`config.mk`:
```
export PLATFORM = sky130hd
export DESIGN_NAME = dec3to8_hold
export DESIGN_NICKNAME = d
export VERILOG_FILES = /design/src/rtl/dec_pkg.sv /design/src/rtl/dec3to8_hold_onehot_dec.sv /design/src/rtl/dec3to8_hold.sv
export SDC_FILE = /design/constraint.sdc
export NUM_CORES = 1
export LEC_CHECK = 0
export ABC_AREA = 0
export CORE_ASPECT_RATIO = 0.8
export CORE_MARGIN = 10
export CORE_UTILIZATION = 30
export CTS_CLUSTER_SIZE = 25
export DETAILED_ROUTE_END_ITERATION = 8
export PLACE_DENSITY = 0.55
export SLEW_MARGIN = 30
export SYNTH_ARGS = -nofsm -noshare
export SYNTH_HDL_FRONTEND = slang
export SYNTH_SLANG_ARGS = --single-unit
```
`constraint.sdc`:
```
create_clock -name clk -period 2.05 [get_ports clk]
set_input_delay 0.41 -clock clk [delete_from_list [all_inputs] [get_ports clk]]
set_output_delay 0.41 -clock clk [all_outputs]
set_load 0.005 [all_outputs]
```
`src/rtl/dec_pkg.sv`:
```
// Shared types and helpers for the registered 3-to-8 hold decoder.
package dec_pkg;

  localparam int DEC_IN_W  = 3;
  localparam int DEC_OUT_W = 1 << DEC_IN_W;

  typedef enum logic {
    ST_IDLE = 1'b0,
    ST_HOLD = 1'b1
  } state_t;

  function automatic logic [DEC_OUT_W-1:0] onehot(input logic [DEC_IN_W-1:0] idx);
    logic [DEC_OUT_W-1:0] r;
    r      = '0;
    r[idx] = 1'b1;
    return r;
  endfunction

endpackage

```
`src/rtl/dec3to8_hold_onehot_dec.sv`:
```
// Pure combinational binary-to-one-hot decoder feeding the output register.
module onehot_dec #(
  parameter int IN_W  = 3,
  parameter int OUT_W = 8
) (
  input  logic [IN_W-1:0]  idx_i,
  output logic [OUT_W-1:0] dec_o
);

  assign dec_o = {{(OUT_W-1){1'b0}}, 1'b1} << idx_i;

endmodule

```
`src/rtl/dec3to8_hold.sv`:
```
// Registered one-hot decoder that holds each code for HOLD cycles, with a
// one-entry pending buffer so back-to-back codes are never dropped.
module dec3to8_hold
  import dec_pkg::*;
#(
  parameter int IN_W  = DEC_IN_W,
  parameter int OUT_W = 1 << IN_W,
  parameter int HOLD  = 4
) (
  input  logic             clk,
  input  logic             rst,
  input  logic             V,
  input  logic [IN_W-1:0]  a,
  output logic             in_ready,
  output logic [OUT_W-1:0] d,
  output logic             d_valid,
  output logic             d_start,
  output logic             busy
);

  state_t            state_q, state_d;
  logic [7:0]        cnt_q, cnt_d;
  logic              pend_v_q, pend_v_d;
  logic [IN_W-1:0]   pend_a_q, pend_a_d;
  logic [OUT_W-1:0]  d_q, d_d;
  logic              d_valid_q, d_valid_d;
  logic              d_start_q, d_start_d;

  logic              take;
  logic              load;
  logic              sel_pend;
  logic [IN_W-1:0]   dec_idx;
  logic [OUT_W-1:0]  dec_val;

  assign in_ready = !rst && (state_q == ST_IDLE || !pend_v_q);
  assign take     = V && in_ready;
  assign dec_idx  = sel_pend ? pend_a_q : a;

  onehot_dec #(
    .IN_W  (IN_W),
    .OUT_W (OUT_W)
  ) u_dec (
    .idx_i (dec_idx),
    .dec_o (dec_val)
  );

  always_comb begin
    state_d   = state_q;
    cnt_d     = cnt_q;
    pend_v_d  = pend_v_q;
    pend_a_d  = pend_a_q;
    d_d       = d_q;
    d_valid_d = d_valid_q;
    d_start_d = 1'b0;
    load      = 1'b0;
    sel_pend  = 1'b0;

    unique case (state_q)
      ST_IDLE: begin
        if (take) begin
          load    = 1'b1;
          state_d = ST_HOLD;
        end
      end
      ST_HOLD: begin
        if (cnt_q != 8'd0) begin
          cnt_d = cnt_q - 8'd1;
          if (take) begin
            pend_a_d = a;
            pend_v_d = 1'b1;
          end
        end else if (pend_v_q) begin
          // Pending entry wins over a fresh code; in_ready is low here anyway.
          load     = 1'b1;
          sel_pend = 1'b1;
          pend_v_d = 1'b0;
        end else if (take) begin
          load = 1'b1;
        end else begin
          d_d       = '0;
          d_valid_d = 1'b0;
          state_d   = ST_IDLE;
        end
      end
      default: state_d = ST_IDLE;
    endcase

    if (load) begin
      d_d       = dec_val;
      d_valid_d = 1'b1;
      d_start_d = 1'b1;
      cnt_d     = 8'(HOLD - 1);
    end
  end

  always_ff @(posedge clk) begin
    if (rst) begin
      state_q   <= ST_IDLE;
      cnt_q     <= 8'd0;
      pend_v_q  <= 1'b0;
      pend_a_q  <= '0;
      d_q       <= '0;
      d_valid_q <= 1'b0;
      d_start_q <= 1'b0;
    end else begin
      state_q   <= state_d;
      cnt_q     <= cnt_d;
      pend_v_q  <= pend_v_d;
      pend_a_q  <= pend_a_d;
      d_q       <= d_d;
      d_valid_q <= d_valid_d;
      d_start_q <= d_start_d;
    end
  end

  assign d       = d_q;
  assign d_valid = d_valid_q;
  assign d_start = d_start_q;
  assign busy    = (state_q == ST_HOLD) || pend_v_q;

endmodule

```
# Word-level counts from Yosys, hierarchy flattened
# Cells that the tools add are included.
[word_totals] reg_bits=23 input_bits=6 out_inout_bits=12 elab_cells=56
[op_classes] addsub=1 n_eq_ne=4 n_shift=1 n_mux=26 bitwise=1 reduce_logical=15
[op_table] operator="$mux 8" n=5
[op_table] operator="$mux 1" n=15
[op_table] operator="$reduce_bool 8->1" n=1
[op_table] operator="$shl 1x3->8 const A" n=1
[op_table] operator="$sub 8x1->8 const B" n=1
[op_table] operator="$mux 2" n=3
[op_table] operator="$reduce_and 2->1" n=3
[op_table] operator="$ne 2x1->1 const B" n=2
[op_table] operator="$ne 2x2->1 const B" n=2
[op_table] operator="$pmux 1 s2" n=2
[op_table] operator="$reduce_and 4->1" n=1
[op_table] operator="$reduce_bool 2->1" n=2
[op_table] operator="$mux 3" n=1
[op_table] operator="$reduce_and 3->1" n=1
[op_table] operator="$logic_and 1x1->1" n=2
[op_table] operator="$logic_not 1->1" n=2
[op_table] operator="$logic_or 1x1->1" n=2
[op_table] operator="$reduce_or 2->1" n=1
[op_table] operator="$not 1->1" n=1

# Logic depth before layout (Yosys ltp)
# Gate-level depths: netlist of the first run.
[logic_depth] word_depth=10 mapped_depth=7 ltp_nobuf=6

# Modules after synthesis
# A second synthesis of the first run with hierarchy kept.
[hier_totals] cells_unflattened=104 area_unflattened_um2=1078.5
[modules_own_cells] mod="dec3to8_hold" n_inst=1 cells_each=96 area_each_um2=1013.5 seq_area_each_um2=460.4
[modules_own_cells] mod="onehot_dec" n_inst=1 cells_each=8 area_each_um2=65.1 seq_area_each_um2=0.0

# Worst setup path before layout of the first run
# Ideal clock, no wire load.
[synth_timing] path_type="reg2reg" start="reg cnt_q[0]" end="reg pend_a_q[0]" setup_time_ns=0.129 arrival_ns=1.606 required_ns=1.921 slack_ns=0.315 path_stages_with_launch=8 path_buffers=1 synth_period_minus_slack_ns=1.735 path_cell_list="dfxtp_1 inv_1 ha_1 or3b_2 buf_2 o2111ai_4 mux2i_1 nor2_1"
[synth_between] elab_chain_len=2
[synth_lines] element="from (decl)" line_no="dec3to8_hold.sv:22" source="logic [7:0] cnt_q, cnt_d;"
[synth_lines] element="from (signal assigned)" line_no="dec3to8_hold.sv:107" source="cnt_q <= cnt_d;"
[synth_lines] element="$reduce_bool 8->1" line_no="dec3to8_hold.sv:66" source="if (cnt_q != 8'd0) begin"
[synth_lines] element="$reduce_and 3->1 (no line)"
[synth_lines] element="to (signal assigned)" line_no="dec3to8_hold.sv:109" source="pend_a_q <= pend_a_d;"
[synth_lines] element="to (decl)" line_no="dec3to8_hold.sv:24" source="logic [IN_W-1:0] pend_a_q, pend_a_d;"
# No other way between the ends.
# A chain may end at the register's enable or synchronous reset.

# Worst setup path after layout of the first run
[layout_timing] start="reg pend_v_q" end="out busy"
[layout_between] elab_chain_len=1
[layout_lines] element="from (decl)" line_no="dec3to8_hold.sv:23" source="logic pend_v_q, pend_v_d;"
[layout_lines] element="from (signal assigned)" line_no="dec3to8_hold.sv:108" source="pend_v_q <= pend_v_d;"
[layout_lines] element="$logic_or 1x1->1" line_no="dec3to8_hold.sv:119" source="assign busy = (state_q == ST_HOLD) || pend_v_q;"
[layout_lines] element="to (decl)" line_no="dec3to8_hold.sv:18" source="output logic busy"
# No other way between the ends.

==> results of run 1 <==
final timing paths:
path | start | endpoint | slack [ns]
setup / recovery | pend_v_q$_SDFFE_PP0P_ | busy | 0.12
hold / removal | d[2]$_SDFFE_PP0P_ | d[2]$_SDFFE_PP0P_ | 0.48
setup reg to reg | cnt_q[0]$_SDFFE_PP0P_ | pend_a_q[2]$_SDFFE_PP0P_ | 0.15
hold reg to reg | d[2]$_SDFFE_PP0P_ | d[2]$_SDFFE_PP0P_ | 0.48
cell usage in the layout (no fill, tap or decap), types with 2 or more instances in the layout:
master,n
a211oi_1,3
a21o_1,2
a21oi_1,5
a22o_1,8
buf_4,9
clkbuf_8,3
clkdlybuf4s50_1,16
dfxtp_1,23
ha_1,2
inv_1,3
mux2i_1,6
nand2_1,3
nand2b_1,4
nor2_1,17
nor3_1,3
o2111ai_1,3
o211ai_1,4
or2_2,2
xor2_1,6
power by group through the flow:
stage               clock network [mW]  logic (mW)  registers, mW
CTS                              0.305       0.263          0.503
finish                           0.290       0.267          0.503
global route                     0.320       0.297          0.509
global placement                     0       0.258          0.512
floorplan                            0       0.186          0.502
detailed placement                   0       0.261          0.513
cells by family (layout without fill, tap and decap cells):
| logic type | count (synthesis) | in the layout | share of synthesized area |
|---|---|---|---|
| buf+inv | 11 | 33 | 0.04329 |
| mux | 7 | 7 | 0.06336 |
| compound gates | 30 | 30 | 0.2186 |
| xor+xnor | 6 | 6 | 0.04435 |
| flops | 23 | 23 | 0.3886 |
| simple gates | 44 | 44 | 0.2207 |
| fa+ha+maj | 2 | 2 | 0.02112 |
repair_timing:
| item | 4_1_cts | 5_1_grt |
|---|---|---|
| setup endpoints to repair | 0 | 11 |
| endpoints found under the hold margin | 0 | 0 |
| resized for setup | 0 | 3 |
through the flow:
stage          cells  setup WS, ns  area (sq um)
3_5_place_dp     196       0.01721          1451
3_3_place_gp     196       0.03553          1451
4_1_cts          200       0.03256          1498
6_report         200        0.1213          1508
2_1_floorplan    123        0.3155          1185
5_1_grt          200       0.03482          1508
state kept, by name, indices dropped and copies added, names as in the netlist:
name and cells:
cnt_q 8, d 8, state_q 1, pend_a_q 3, pend_v_q 1, d_valid 1
d_start 1
area by class of cell:
class,instances,area (sq um)
timing repair buffer,26,240.2
multi-input combinational,89,680.7
inverter,3,11.26
clock inverter,1,5.005
fill,416,2296
sequential,23,460.4
clock buffer,3,41.29
tap,55,68.82
critical path: stages (launching register included):
cell and delay (ns):
dfxtp_1 0.58, or2_2 0.18, clkdlybuf4s50_1 0.49
metal layers:
layer  share of wire  up-vias
li1                -      494
met1            0.49      439
met2            0.45       23
met3           0.040        5
met4           0.016        0
met5               0        -
==> flow_summary.yaml, run 1 <==
run_status:
  outcome: "completed"
timing:
  tns_ns: 0
  clock.fmax_ghz: 0.5185
  max_slew_margin: 0.7221
  post-route-period-util: 0.9408
  whs_ns: 0.4847
  hold_viol: 0
  min_period_ns: 1.929
  rsz0062_at_grt: "no"
  tightest_slew_ns: 0.4168
  setup_viol: 0
  skew_ns: 0.002794
  drv_slew: 0
worst_setup_path:
  crit_arrival_ns: 1.52
  start_kind: "flop"
  required_ns: 1.64
  endpoint_kind: "output pin"
  r2r_cells: 6
  path_max_fanout: 11
  worstSetupPathType: "flop to output pin"
power:
  switching_share: 0.3086
  internal-power_mw: 0.7328
  power.switching_mw: 0.3270
  fin_total_pwr_mw: 1.060
  peakVddDrop_v: 0.0002203
  clockPowerShare: 0.274
  p_leak_nw: 0.6011
  comb_power_share: 0.252
  power_density_nw_per_um2: 703.0
  power_frac_seq: 0.475
cells_and_area:
  antenna_cells: 0
  utilization: 0.3964
  area_growth_pct: 27.24
  finalNetCount: 154
  drive_above_1_share: 0.1655
detailed_routing:
  drt_iter0_drc: 124
  postRouteAntennaNets: 0
  vias: 961
  wirelength_um: 2714
  route.detailed.wl_per_inst_um: 13.57
  dr.pass1.iters: 4
  drc: 0
  routed_via_density: 4.805
clock_tree:
  postCtsHoldBufs: 0
  clkSinkCount: 23
  clock_latency_ns: 0.27
  post_cts_buffers: 0
  clk_pin_slew_ns: 0.08
  htreeDepth: 1
  cts_buffers: 3
  clockBufferDepth: 2
  cts-root-buf: "clkbuf_8"
  cts_tree: "built"
global_route:
  grtUsageTotal: 0.07972
  grtUsageMet2: 0.1246
  grt-ovfl-total: 0
  antenna_found_initial: 0
  grt_start_max_net_pins: 14
  grt_use_met3: 0.01476
  grt_pass1_wl_um: 4609
  grt.busiest_layer: "met2"
  grt_pass1_vias: 957
  use_met1: 0.1044
yosys:
  synth.most_common_cell: "dfxtp_1"
  synth_area_leaders: "dfxtp_1 39%, a22o_1 5.9%, nor2_1 5.4%, mux2i_1 5.1%, xor2_1 4.4%"
  synth_area_sq_um: 1185
  synth_commonest_cells: "23 x dfxtp_1, 17 x nor2_1, 8 x a22o_1"
  yosysUniqueCellTypes: 41
  synth_edf_count: 0
  yosysTopAreaCellShare: 0.3886
  synth-seq-cells: 23
  syn_nets: 131
  synth.largest_area_cell: "dfxtp_1"
  ys_warn_count: 0
  synthCells: 123
  synth_seq_area_share: 0.3886
  synth_top_flop_cell: "dfxtp_1"
  syn_area_per_cell_sq_um: 9.633
  async_reset_ff_frac: 0
min_path:
  min_path_type: "flop to flop"
  hold_depth: 1
floorplan:
  die_y_um: 76.21
  fp.dieArea_sq_um: 6879
  ios: 18
  rows: 20
  die_x_um: 90.27
  core_area_sq_um: 3804
  initial_core_util: 0.3115
placed_design:
  gp_congestion: 0.8053
  hpwl_um: 2088
  port_buffers: 17
run:
  drv_cap: 0
No activity file was read; power rests on OpenSTA's default activity.
==> run 2, diff against run 1 <==
--- a/config.mk
+++ b/config.mk
@@ -11,6 +11,7 @@
 export CORE_UTILIZATION = 30
 export CTS_CLUSTER_SIZE = 25
 export DETAILED_ROUTE_END_ITERATION = 8
+export HOLD_SLACK_MARGIN = 0.03
 export PLACE_DENSITY = 0.55
 export SLEW_MARGIN = 30
 export SYNTH_ARGS = -nofsm -noshare
==> constraint.sdc (replaced) <==
create_clock -name clk -period 2.05 [get_ports clk]
set_input_delay 0.3075 -clock clk [delete_from_list [all_inputs] [get_ports clk]]
set_output_delay 0.3075 -clock clk [all_outputs]
set_load 0.005 [all_outputs]
==> flow_summary.yaml, run 2 (same netlist as run 1, synthesis figures left out) <==
timing:
  setup_viol: 0
  skew_ns: 0.002708
  tightest_slew_ns: 0.4784
  min_period_ns: 1.908
  hold_viol: 0
  tns_ns: 0
  post-route-period-util: 0.9306
  clock.fmax_ghz: 0.5242
  drv_slew: 0
  rsz0062_at_grt: "no"
  whs_ns: 0.4936
  max_slew_margin: 0.6806
worst_setup_path:
  cp_slowest_stage_delay_ns: 0.57
  path_max_fanout: 9
  crit_family: "buffers and inverters"
  reg2reg_slack_ns: 0.19
  path_buf_inv: 2
  crit_top_cell: "clkdlybuf4s50_1"
  required_ns: 1.74
  endpoint_kind: "output pin"
  start_kind: "primary input"
  crit_arrival_ns: 1.60
  worstSetupPathType: "primary input to output pin"
  slowest_stage: "clkdlybuf4s50_1"
  crit_path_cell_trace: "clkdlybuf4s50_1 -> a21oi_1 -> clkdlybuf4s50_1"
detailed_routing:
  routed_via_density: 4.849
  wirelength_um: 2680
  dr.pass1.iters: 2
  postRouteAntennaNets: 0
  route.detailed.wl_per_inst_um: 13.47
  drt_iter0_drc: 39
  drc: 0
  vias: 965
cells_and_area:
  multi_input_area_sq_um: 680.7
  area_growth_pct: 26.40
  finalNetCount: 153
  antenna_cells: 0
  drive_above_1_share: 0.1597
  nFillCells: 397
  final_common_cell: "dfxtp_1"
  register_area_sq_um: 460.4
  most-common-layout-cells: "23 x dfxtp_1, 17 x nor2_1, 17 x clkdlybuf4s50_1"
global_route:
  grt_pass1_vias: 925
  grtUsageTotal: 0.07586
  antenna_found_initial: 0
  grt-ovfl-total: 0
  grt_pass1_wl_um: 4402
  grt_start_max_net_pins: 14
power:
  power_density_nw_per_um2: 703.0
  p_leak_nw: 0.5858
  peakVddDrop_v: 0.0002688
min_path:
  min_path_type: "flop to flop"
floorplan:
  fp.dieArea_sq_um: 6879
  ios: 18
  die_x_um: 90.27
  initial_core_util: 0.3115
  die_y_um: 76.21
  core_area_sq_um: 3804
  rows: 20
clock_tree:
  clk_pin_slew_ns: 0.08
  clock_latency_ns: 0.26
  clockBufferDepth: 2
  cts_tree: "built"
  clkSinkCount: 23
  cts_buffers: 3
  postCtsHoldBufs: 0
  cts-root-buf: "clkbuf_8"
  htreeDepth: 1
run:
  drv_cap: 0
run_status:
  outcome: "completed"
placed_design:
  gp_congestion: 0.7549
  port_buffers: 17
  hpwl_um: 2046
## run 2: area by class of cell
type,instances,area share
clock buffers,3,0.02757
repair buffers,25,0.1537
well taps,55,0.04595
multi-input cells,89,0.4545
flip-flops and latches,23,0.3074
inverters,3,0.007519
clock inverters,1,0.003342
## run 2: final timing paths
| kind | from | end | cells after the start |
|---|---|---|---|
| setup / recovery | rst | in_ready | 3 |
| hold / removal | d[1]$_SDFFE_PP0P_ | d[1]$_SDFFE_PP0P_ | 1 |
| setup reg to reg | cnt_q[0]$_SDFFE_PP0P_ | cnt_q[3]$_SDFFE_PP0P_ | 6 |
| hold reg to reg | d[1]$_SDFFE_PP0P_ | d[1]$_SDFFE_PP0P_ | 1 |
## run 2: metal layers
metal | global-route usage | part of all wire
met1 | 0.09086 | 0.48
met2 | 0.1275 | 0.49
met3 | 0.02165 | 0.019
met4 | 0.02381 | 0.013
met5 | 0 | 0
## run 2: per-stage QoR
stage / std cells / setup slack (ns) / utilization / instance area [sq um] / total power [mW]
6_report: 199 / 0.1423 / 0.3938 / 1498 / 1.053
4_1_cts: 199 / 0.1087 / 0.3918 / 1490 / 1.063
5_1_grt: 199 / 0.07587 / 0.3938 / 1498 / 1.114
3_5_place_dp: 195 / 0.06781 / 0.3796 / 1444 / 0.7760
2_1_floorplan: 123 / 0.3155 / - / 1185 / 0.6873
3_3_place_gp: 195 / 0.08588 / 0.3796 / 1444 / 0.7693
## run 2: where the power goes
group          internal (mW)  switching, mW
Combinational          0.125          0.141
Sequential             0.473         0.0312
Clock                  0.136          0.147
Total                  0.733          0.320
## run 2: what timing repair did
| item | CTS | global route |
|---|---|---|
| setup endpoints to repair | 0 | 8 |
| setup buffers | 0 | 0 |
| resized for setup | 0 | 1 |
